===== src/rtl/cpu_pkg.sv =====
// Shared definitions for the 8-bit RISC core: ISA opcodes, controller
// state encodings and the bit layout of the controller's control vector.
package cpu_pkg;

    // Opcode field width of the 3-bit ISA.
    localparam int OPC_W = 3;

    // Opcodes, shared with the ALU.
    localparam logic [OPC_W-1:0] OP_HLT = 3'd0;
    localparam logic [OPC_W-1:0] OP_SKZ = 3'd1;
    localparam logic [OPC_W-1:0] OP_ADD = 3'd2;
    localparam logic [OPC_W-1:0] OP_AND = 3'd3;
    localparam logic [OPC_W-1:0] OP_XOR = 3'd4;
    localparam logic [OPC_W-1:0] OP_LDA = 3'd5;
    localparam logic [OPC_W-1:0] OP_STO = 3'd6;
    localparam logic [OPC_W-1:0] OP_JMP = 3'd7;

    // Controller states. S0..S7 are the eight steps of one instruction.
    typedef enum logic [3:0] {
        IDLE = 4'd0,
        S0   = 4'd1,
        S1   = 4'd2,
        S2   = 4'd3,
        S3   = 4'd4,
        S4   = 4'd5,
        S5   = 4'd6,
        S6   = 4'd7,
        S7   = 4'd8,
        HALT = 4'd9
    } state_t;

    // Control-vector field order (bit index of each strobe).
    localparam int CTL_W           = 9;
    localparam int CTL_LOAD_IR     = 0;
    localparam int CTL_RD          = 1;
    localparam int CTL_WR          = 2;
    localparam int CTL_INC_PC      = 3;
    localparam int CTL_LOAD_PC     = 4;
    localparam int CTL_DATACTL_ENA = 5;
    localparam int CTL_ALU_ENA     = 6;
    localparam int CTL_LOAD_ACC    = 7;
    localparam int CTL_HALT        = 8;

    typedef logic [CTL_W-1:0] ctl_vec_t;

    // True for opcodes that read an operand and write the accumulator.
    function automatic logic is_aluop(input logic [OPC_W-1:0] op);
        return (op == OP_ADD) || (op == OP_AND) || (op == OP_XOR) || (op == OP_LDA);
    endfunction

endpackage


===== src/rtl/ctrl_decode.sv =====
// Combinational decode of (upcoming state, opcode, zero flag) into the
// controller's 9-bit control vector. The result is registered by ctrl_fsm,
// so the vector computed for state Sn is what the outputs show during Sn.
module ctrl_decode
    import cpu_pkg::*;
(
    input  state_t           i_next_state,
    input  logic [OPC_W-1:0] i_opcode,
    input  logic             i_zero,
    output ctl_vec_t         o_ctl
);

    // Strobe pattern for each step of the instruction cycle.
    always_comb begin
        o_ctl = '0;
        case (i_next_state)
            S0: begin
                o_ctl[CTL_RD]      = 1'b1;
                o_ctl[CTL_LOAD_IR] = 1'b1;
            end
            S1: begin
                o_ctl[CTL_RD]      = 1'b1;
                o_ctl[CTL_LOAD_IR] = 1'b1;
                o_ctl[CTL_INC_PC]  = 1'b1;
            end
            S3: begin
                o_ctl[CTL_INC_PC] = 1'b1;
                o_ctl[CTL_HALT]   = (i_opcode == OP_HLT);
            end
            S4: begin
                case (i_opcode)
                    OP_ADD, OP_AND, OP_XOR, OP_LDA: o_ctl[CTL_RD]          = 1'b1;
                    OP_STO:                         o_ctl[CTL_DATACTL_ENA] = 1'b1;
                    OP_JMP:                         o_ctl[CTL_LOAD_PC]     = 1'b1;
                    OP_SKZ:                         o_ctl[CTL_INC_PC]      = i_zero;
                    default:                        o_ctl                  = '0;
                endcase
            end
            S5: begin
                case (i_opcode)
                    OP_ADD, OP_AND, OP_XOR, OP_LDA: begin
                        o_ctl[CTL_RD]      = 1'b1;
                        o_ctl[CTL_ALU_ENA] = 1'b1;
                    end
                    OP_STO: begin
                        o_ctl[CTL_DATACTL_ENA] = 1'b1;
                        o_ctl[CTL_WR]          = 1'b1;
                    end
                    OP_JMP:  o_ctl[CTL_LOAD_PC] = 1'b1;
                    default: o_ctl              = '0;
                endcase
            end
            S6: begin
                if (is_aluop(i_opcode)) begin
                    o_ctl[CTL_RD]       = 1'b1;
                    o_ctl[CTL_LOAD_ACC] = 1'b1;
                end else if (i_opcode == OP_STO) begin
                    o_ctl[CTL_DATACTL_ENA] = 1'b1;
                end else if (i_opcode == OP_SKZ) begin
                    // Second extra increment: together with S4 this skips
                    // one whole 2-byte instruction.
                    o_ctl[CTL_INC_PC] = i_zero;
                end else begin
                    o_ctl = '0;
                end
            end
            HALT:    o_ctl[CTL_HALT] = 1'b1;
            default: o_ctl = '0;
        endcase
    end

endmodule


===== src/rtl/ctrl_fsm.sv =====
// Instruction-cycle controller for the 8-bit RISC core. Steps S0..S7 per
// 2-byte instruction and drives registered fetch/PC/ACC/memory/ALU strobes.
module ctrl_fsm
    import cpu_pkg::*;
#(
    parameter int OPW         = 3,
    parameter int HALT_STICKY = 1
) (
    input  logic           clk,
    input  logic           rst,
    input  logic           ena,
    input  logic [OPW-1:0] opcode,
    input  logic           zero,
    output logic           load_ir,
    output logic           rd,
    output logic           wr,
    output logic           inc_pc,
    output logic           load_pc,
    output logic           datactl_ena,
    output logic           alu_ena,
    output logic           load_acc,
    output logic           halt,
    output logic [3:0]     state_o
);

    state_t   r_state;
    state_t   w_next_state;
    ctl_vec_t w_ctl;
    ctl_vec_t r_ctl;

    // State register; reset parks the controller in IDLE from any state.
    always_ff @(posedge clk) begin
        if (rst) begin
            r_state <= IDLE;
        end else begin
            r_state <= w_next_state;
        end
    end

    // Next-state logic: ena is only looked at in IDLE and S7, so dropping it
    // mid-instruction lets the current instruction finish.
    always_comb begin
        w_next_state = IDLE;
        case (r_state)
            IDLE: w_next_state = ena ? S0 : IDLE;
            S0:   w_next_state = S1;
            S1:   w_next_state = S2;
            S2:   w_next_state = S3;
            S3: begin
                if ((opcode == OP_HLT) && (HALT_STICKY != 0)) begin
                    w_next_state = HALT;
                end else begin
                    w_next_state = S4;
                end
            end
            S4:      w_next_state = S5;
            S5:      w_next_state = S6;
            S6:      w_next_state = S7;
            S7:      w_next_state = ena ? S0 : IDLE;
            HALT:    w_next_state = HALT;
            default: w_next_state = IDLE;
        endcase
    end

    // Output decode is done on the upcoming state so the registered strobes
    // line up with the state they belong to.
    ctrl_decode u_decode (
        .i_next_state (w_next_state),
        .i_opcode     (opcode),
        .i_zero       (zero),
        .o_ctl        (w_ctl)
    );

    // Output register; reset forces every strobe low.
    always_ff @(posedge clk) begin
        if (rst) begin
            r_ctl <= '0;
        end else begin
            r_ctl <= w_ctl;
        end
    end

    assign load_ir     = r_ctl[CTL_LOAD_IR];
    assign rd          = r_ctl[CTL_RD];
    assign wr          = r_ctl[CTL_WR];
    assign inc_pc      = r_ctl[CTL_INC_PC];
    assign load_pc     = r_ctl[CTL_LOAD_PC];
    assign datactl_ena = r_ctl[CTL_DATACTL_ENA];
    assign alu_ena     = r_ctl[CTL_ALU_ENA];
    assign load_acc    = r_ctl[CTL_LOAD_ACC];
    assign halt        = r_ctl[CTL_HALT];
    assign state_o     = r_state;

endmodule

===== config.mk =====
export PLATFORM = sky130hd
export DESIGN_NAME = ctrl_fsm
export DESIGN_NICKNAME = d
export VERILOG_FILES = /design/src/rtl/cpu_pkg.sv /design/src/rtl/ctrl_decode.sv /design/src/rtl/ctrl_fsm.sv
export SDC_FILE = /design/constraint.sdc
export NUM_CORES = 1
export LEC_CHECK = 0
export CAP_MARGIN = 20
export CORE_MARGIN = 10
export CORE_UTILIZATION = 40
export CTS_CLUSTER_DIAMETER = 60
export DETAILED_ROUTE_END_ITERATION = 7
export PLACE_DENSITY = 0.76
export SKIP_CTS_REPAIR_TIMING = 1
export SLEW_MARGIN = 0
export SYNTH_ARGS = -nofsm -noshare
export SYNTH_HDL_FRONTEND = slang
export SYNTH_SLANG_ARGS = --single-unit
export TNS_END_PERCENT = 10

===== constraint.sdc =====
create_clock -name clk -period 3.12 [get_ports clk]
set_clock_uncertainty 0.05 [all_clocks]
set_input_delay 0.312 -clock clk [delete_from_list [all_inputs] [get_ports clk]]
set_output_delay 0.312 -clock clk [all_outputs]
set_load 0.005 [all_outputs]

# Word level (Yosys, flattened, before mapping)
# Cells that the tools add are included.
# Widths: inputs -> output; s select.
# classes
multipliers	0
shifts	0
bitwise	0
muxes	17
add_sub_neg	0
n_reduce_logical	10
eq_ne	23
magnitude_cmp	0
n_div	0
# ops
operator	count
$pmux 4 s9	1
$eq 4x3->1 const B	8
$eq 3x3->1 const B	4
$eq 4x2->1 const B	3
$eq 4x4->1 const B	3
$mux 4	3
$pmux 4 s3	1
$eq 4x1->1 const B	2
$mux 1	8
$reduce_or 2->1	4
$eq 3x2->1 const B	2
$pmux 2 s3	1
$logic_not 4->1	1
$pmux 1 s2	2
$reduce_or 4->1	1
$eq 3x1->1 const B	1
$logic_not 3->1	1
$logic_or 1x1->1	3
$pmux 1 s3	1
# word_totals
output_inout_bits	13
in_bits	7
mem_bits_rw	0
rom_bits	0
memories	0
latchBits	0
elab_cells	52
ff_bits	13

# Longest topological paths before layout
# logic_depth
word_depth	6
ltp_mapped	5
ltp_nobuf	3

# Hierarchy
# From an unflattened synthesis, not the netlist that was laid out.
# unflattened
cells_unflattened	66
area_unflattened_um2	620.6
# modules_own_cells
module	cells_each	instances	area_per_inst_um2
ctrl_fsm	43	1	444.2
ctrl_decode	23	1	176.4

# Least setup slack after synthesis
# OpenSTA, ideal clock, no wires.
# synth_path
path_kind	reg2reg
start	reg r_state[0] (netlist: state_o[0])
end	reg r_state[2] (netlist: state_o[2])
t_arrival_ps	981
setup_time_ps	79
t_required_ps	2991
path_stages_with_launch	6
path_slack_ps	2010
synth_period_minus_slack_ps	1110
cell_sequence	dfxtp_1 > buf_6 > and2_1 > buf_6 > xnor2_1 > a211oi_2
# synth_between
elab_chain_cells	3
# synth_rtl
item	line_no	text
start, declared	ctrl_fsm.sv:26	state_t r_state;
start signal, assigned	ctrl_fsm.sv:36	r_state <= w_next_state;
$eq 4x4->1 or $logic_not 4->1 (tied branches)	ctrl_fsm.sv:44	case (r_state)
$reduce_or 2->1 (no line)	n/a	
$pmux 4 s9 (*)	ctrl_fsm.sv:44	
# Mark *: on every way between the ends. The rest lies on a longest branch, timed or not.
# A chain may end at the register's enable or synchronous reset.

# Worst setup path after layout
# layout_path
start	reg r_state[2] (netlist: state_o[2])
end	out state_o[2]
# layout_rtl
item	line_no	text
end, declared	ctrl_fsm.sv:23	output logic [3:0] state_o
# No word-level cell between the ends.

==> impl_metrics.env <==
export IMPL_top_layer="met4"
export IMPL_cts_tree="yes"
export IMPL_clk_pin_slew_worst_paths_ns=0.08
export IMPL_finalMaxSlewViolations=0
export IMPL_cts_sinks=13
export IMPL_path_cells="clkdlybuf4s50_1"
export IMPL_p_sw_frac=0.260
export IMPL_drcViolationCount=0
export IMPL_finalCriticalPeriod_ns=1.82
export IMPL_yosys_area_top_type="dfxtp_1"
export IMPL_die_y_um=56.8
export IMPL_layout_drive_gt1_share=0.0789
export IMPL_p_sw_uw=87.4
export IMPL_antenna_found_initial=0
export IMPL_grt_pass1_wl_mm=2.06
export IMPL_grt_max_degree=14
export IMPL_hp_class="reg -> reg"
export IMPL_finalHoldViolCount=0
export IMPL_outcome="finished, final reports clean"
export IMPL_final_antenna_net_count=0
export IMPL_place_area_um2=718
export IMPL_vdd_drop_max_uv=217
export IMPL_synth_edff_count=0
export IMPL_grt_pass1_vias=446
export IMPL_fmax_mhz=548
export IMPL_start_kind="flop"
export IMPL_synthArstFlopShare=0
export IMPL_io_pins=20
export IMPL_yosysUniqueCellTypes=25
export IMPL_htree_levels=1
export IMPL_drv_cap=0
export IMPL_power_leakage_uw=0.000254
export IMPL_cp_data_required_time_ns=2.76
export IMPL_ys_ff_latch=13
export IMPL_dp_slack_ns=1.48
export IMPL_utilization=0.580
export IMPL_diodes=0
export IMPL_grt_overflow=0
export IMPL_p_seq_frac=0.539
export IMPL_wl_per_cell_um=14.0
export IMPL_path_buf_inv=1
export IMPL_syn_area_per_cell_um2=9.50
export IMPL_synthTopCellsByCount="dfxtp_1, nor2_1, or3_1"
export IMPL_die_area_um2=3230
export IMPL_fin_area_um2=746
export IMPL_syn_num_nets=64
export IMPL_min_period_over_period=0.585
export IMPL_dp_hpwl_um=1000
export IMPL_path_delay_family="buffers and inverters"
export IMPL_dr_pass1_iters=2
export IMPL_drt_wl_total_mm=1.28
export IMPL_route_met2_wl_um=660
export IMPL_numCtsBuffers=3
export IMPL_crit_slowest_cell="clkdlybuf4s50_1"
export IMPL_viasPerCell=5.31
export IMPL_nNetsFinal=84
export IMPL_cts_buffer_depth=2
export IMPL_dr_first_iter_drc_count=3
export IMPL_intPower_uw=249
export IMPL_hold_slack_ns=0.503
export IMPL_fin_ws_ns=1.30
export IMPL_synth_most_common_cell="dfxtp_1"
export IMPL_cp_arrival_ns=1.46
export IMPL_area_growth_pct=37.6
export IMPL_vias=483
export IMPL_yosys_warnings=0
export IMPL_dr_wl_met3_um=55
export IMPL_rows=13
export IMPL_crit_path_end_kind="primary output"
export IMPL_start_util=0.422
export IMPL_grt_use_total=0.0813
export IMPL_setup_tns_ns=0
export IMPL_synth_area_um2=542
export IMPL_numPortBuffers=19
export IMPL_powerDensity_nw_per_um2=451
export IMPL_gp_congestion=0.721
export IMPL_syn_inst=57
export IMPL_worstPathMaxFanout=13
export IMPL_comb_power_share=0.142
export IMPL_max_stage_delay_ns=0.60
export IMPL_clock_latency_ns=0.29
export IMPL_rsz0062_at_grt="no"
export IMPL_synth_yosys_seq_area_share=0.480
export IMPL_synthTopCellsByArea="dfxtp_1, or3_1, buf_6, nor2_1, mux2i_1"
export IMPL_core_area_um2=1280
export IMPL_synth_flop_cell="dfxtp_1"
export IMPL_setup_viol=0
export IMPL_worstSetupPathType="reg -> out"
export IMPL_die_w_um=56.8
export IMPL_clock_root_buffer="clkbuf_4"
export IMPL_wl_met1_um=509
export IMPL_synth_top_cell_area_share=0.480
export IMPL_pwr_share_clk=0.319
export IMPL_tightest_slew_ns=0.423
export IMPL_slew_headroom=0.717
## stage by stage
step	total power, uW	cells
2_1_floorplan	209	57
3_3_place_gp	233	87
3_5_place_dp	233	87
4_1_cts	339	91
5_1_grt	354	91
6_report	336	91
## sequential cells by signal, summed over array words and instances, names as in the netlist
signal	count
state_o	4
r_ctl	9
## layout by cell type, fill, tap and decap left out, types with 2 or more instances in the layout
master           netlist  final
clkbuf_4               0      3
o22ai_1                2      2
dfxtp_1               13     13
mux2i_1                2      2
nor4_1                 3      3
a21oi_1                3      3
or3_1                  4      4
clkdlybuf4s50_1        0     19
nor3_1                 2      2
inv_1                  2      2
nor2_1                 6      6
nand3_1                3      3
## path summary, 6_finish.rpt
kind,start,end,slack (ns),depth (start not counted)
setup / recovery,state_o[2],state_o[2],1.30,1
hold reg to reg,state_o[3],state_o[0],0.50,2
hold / removal,state_o[3],state_o[0],0.50,2
setup reg to reg,state_o[0],state_o[3],1.81,3
## kinds of logic after synthesis
family,synth area share
AOI/OAI and AO/OA,0.0993
buffers and inverters,0.0739
DFF,0.480
xor gates and xnor gates,0.0323
muxes,0.0370
and+or+nand+nor,0.277
## power by group through the flow
stage / clock network (uW) / logic [uW] / registers, uW
final: 107 / 47.8 / 181
after CTS: 109 / 48.4 / 181
after global placement: 0 / 47.4 / 185
after detailed placement: 0 / 47.8 / 185
after floorplan: 0 / 27.9 / 181
after global routing: 120 / 51.9 / 183
## routing by layer
metal	vias to the layer above	track usage
met5	-	0
li1	239	-
met1	227	0.0749
met3	5	0.0270
met4	0	0.0805
met2	12	0.135
## area by class of cell
| type | count | area, um^2 |
|---|---|---|
| clock buffers | 3 | 22.5 |
| clock inverters | 1 | 5.00 |
| fillers | 125 | 539 |
| inverters | 2 | 7.51 |
| multi-input cells | 38 | 241 |
| flip-flops and latches | 13 | 260 |
| well taps | 15 | 18.8 |
| repair buffers | 19 | 190 |
Note: power is estimated with default switching activity, not from simulation.
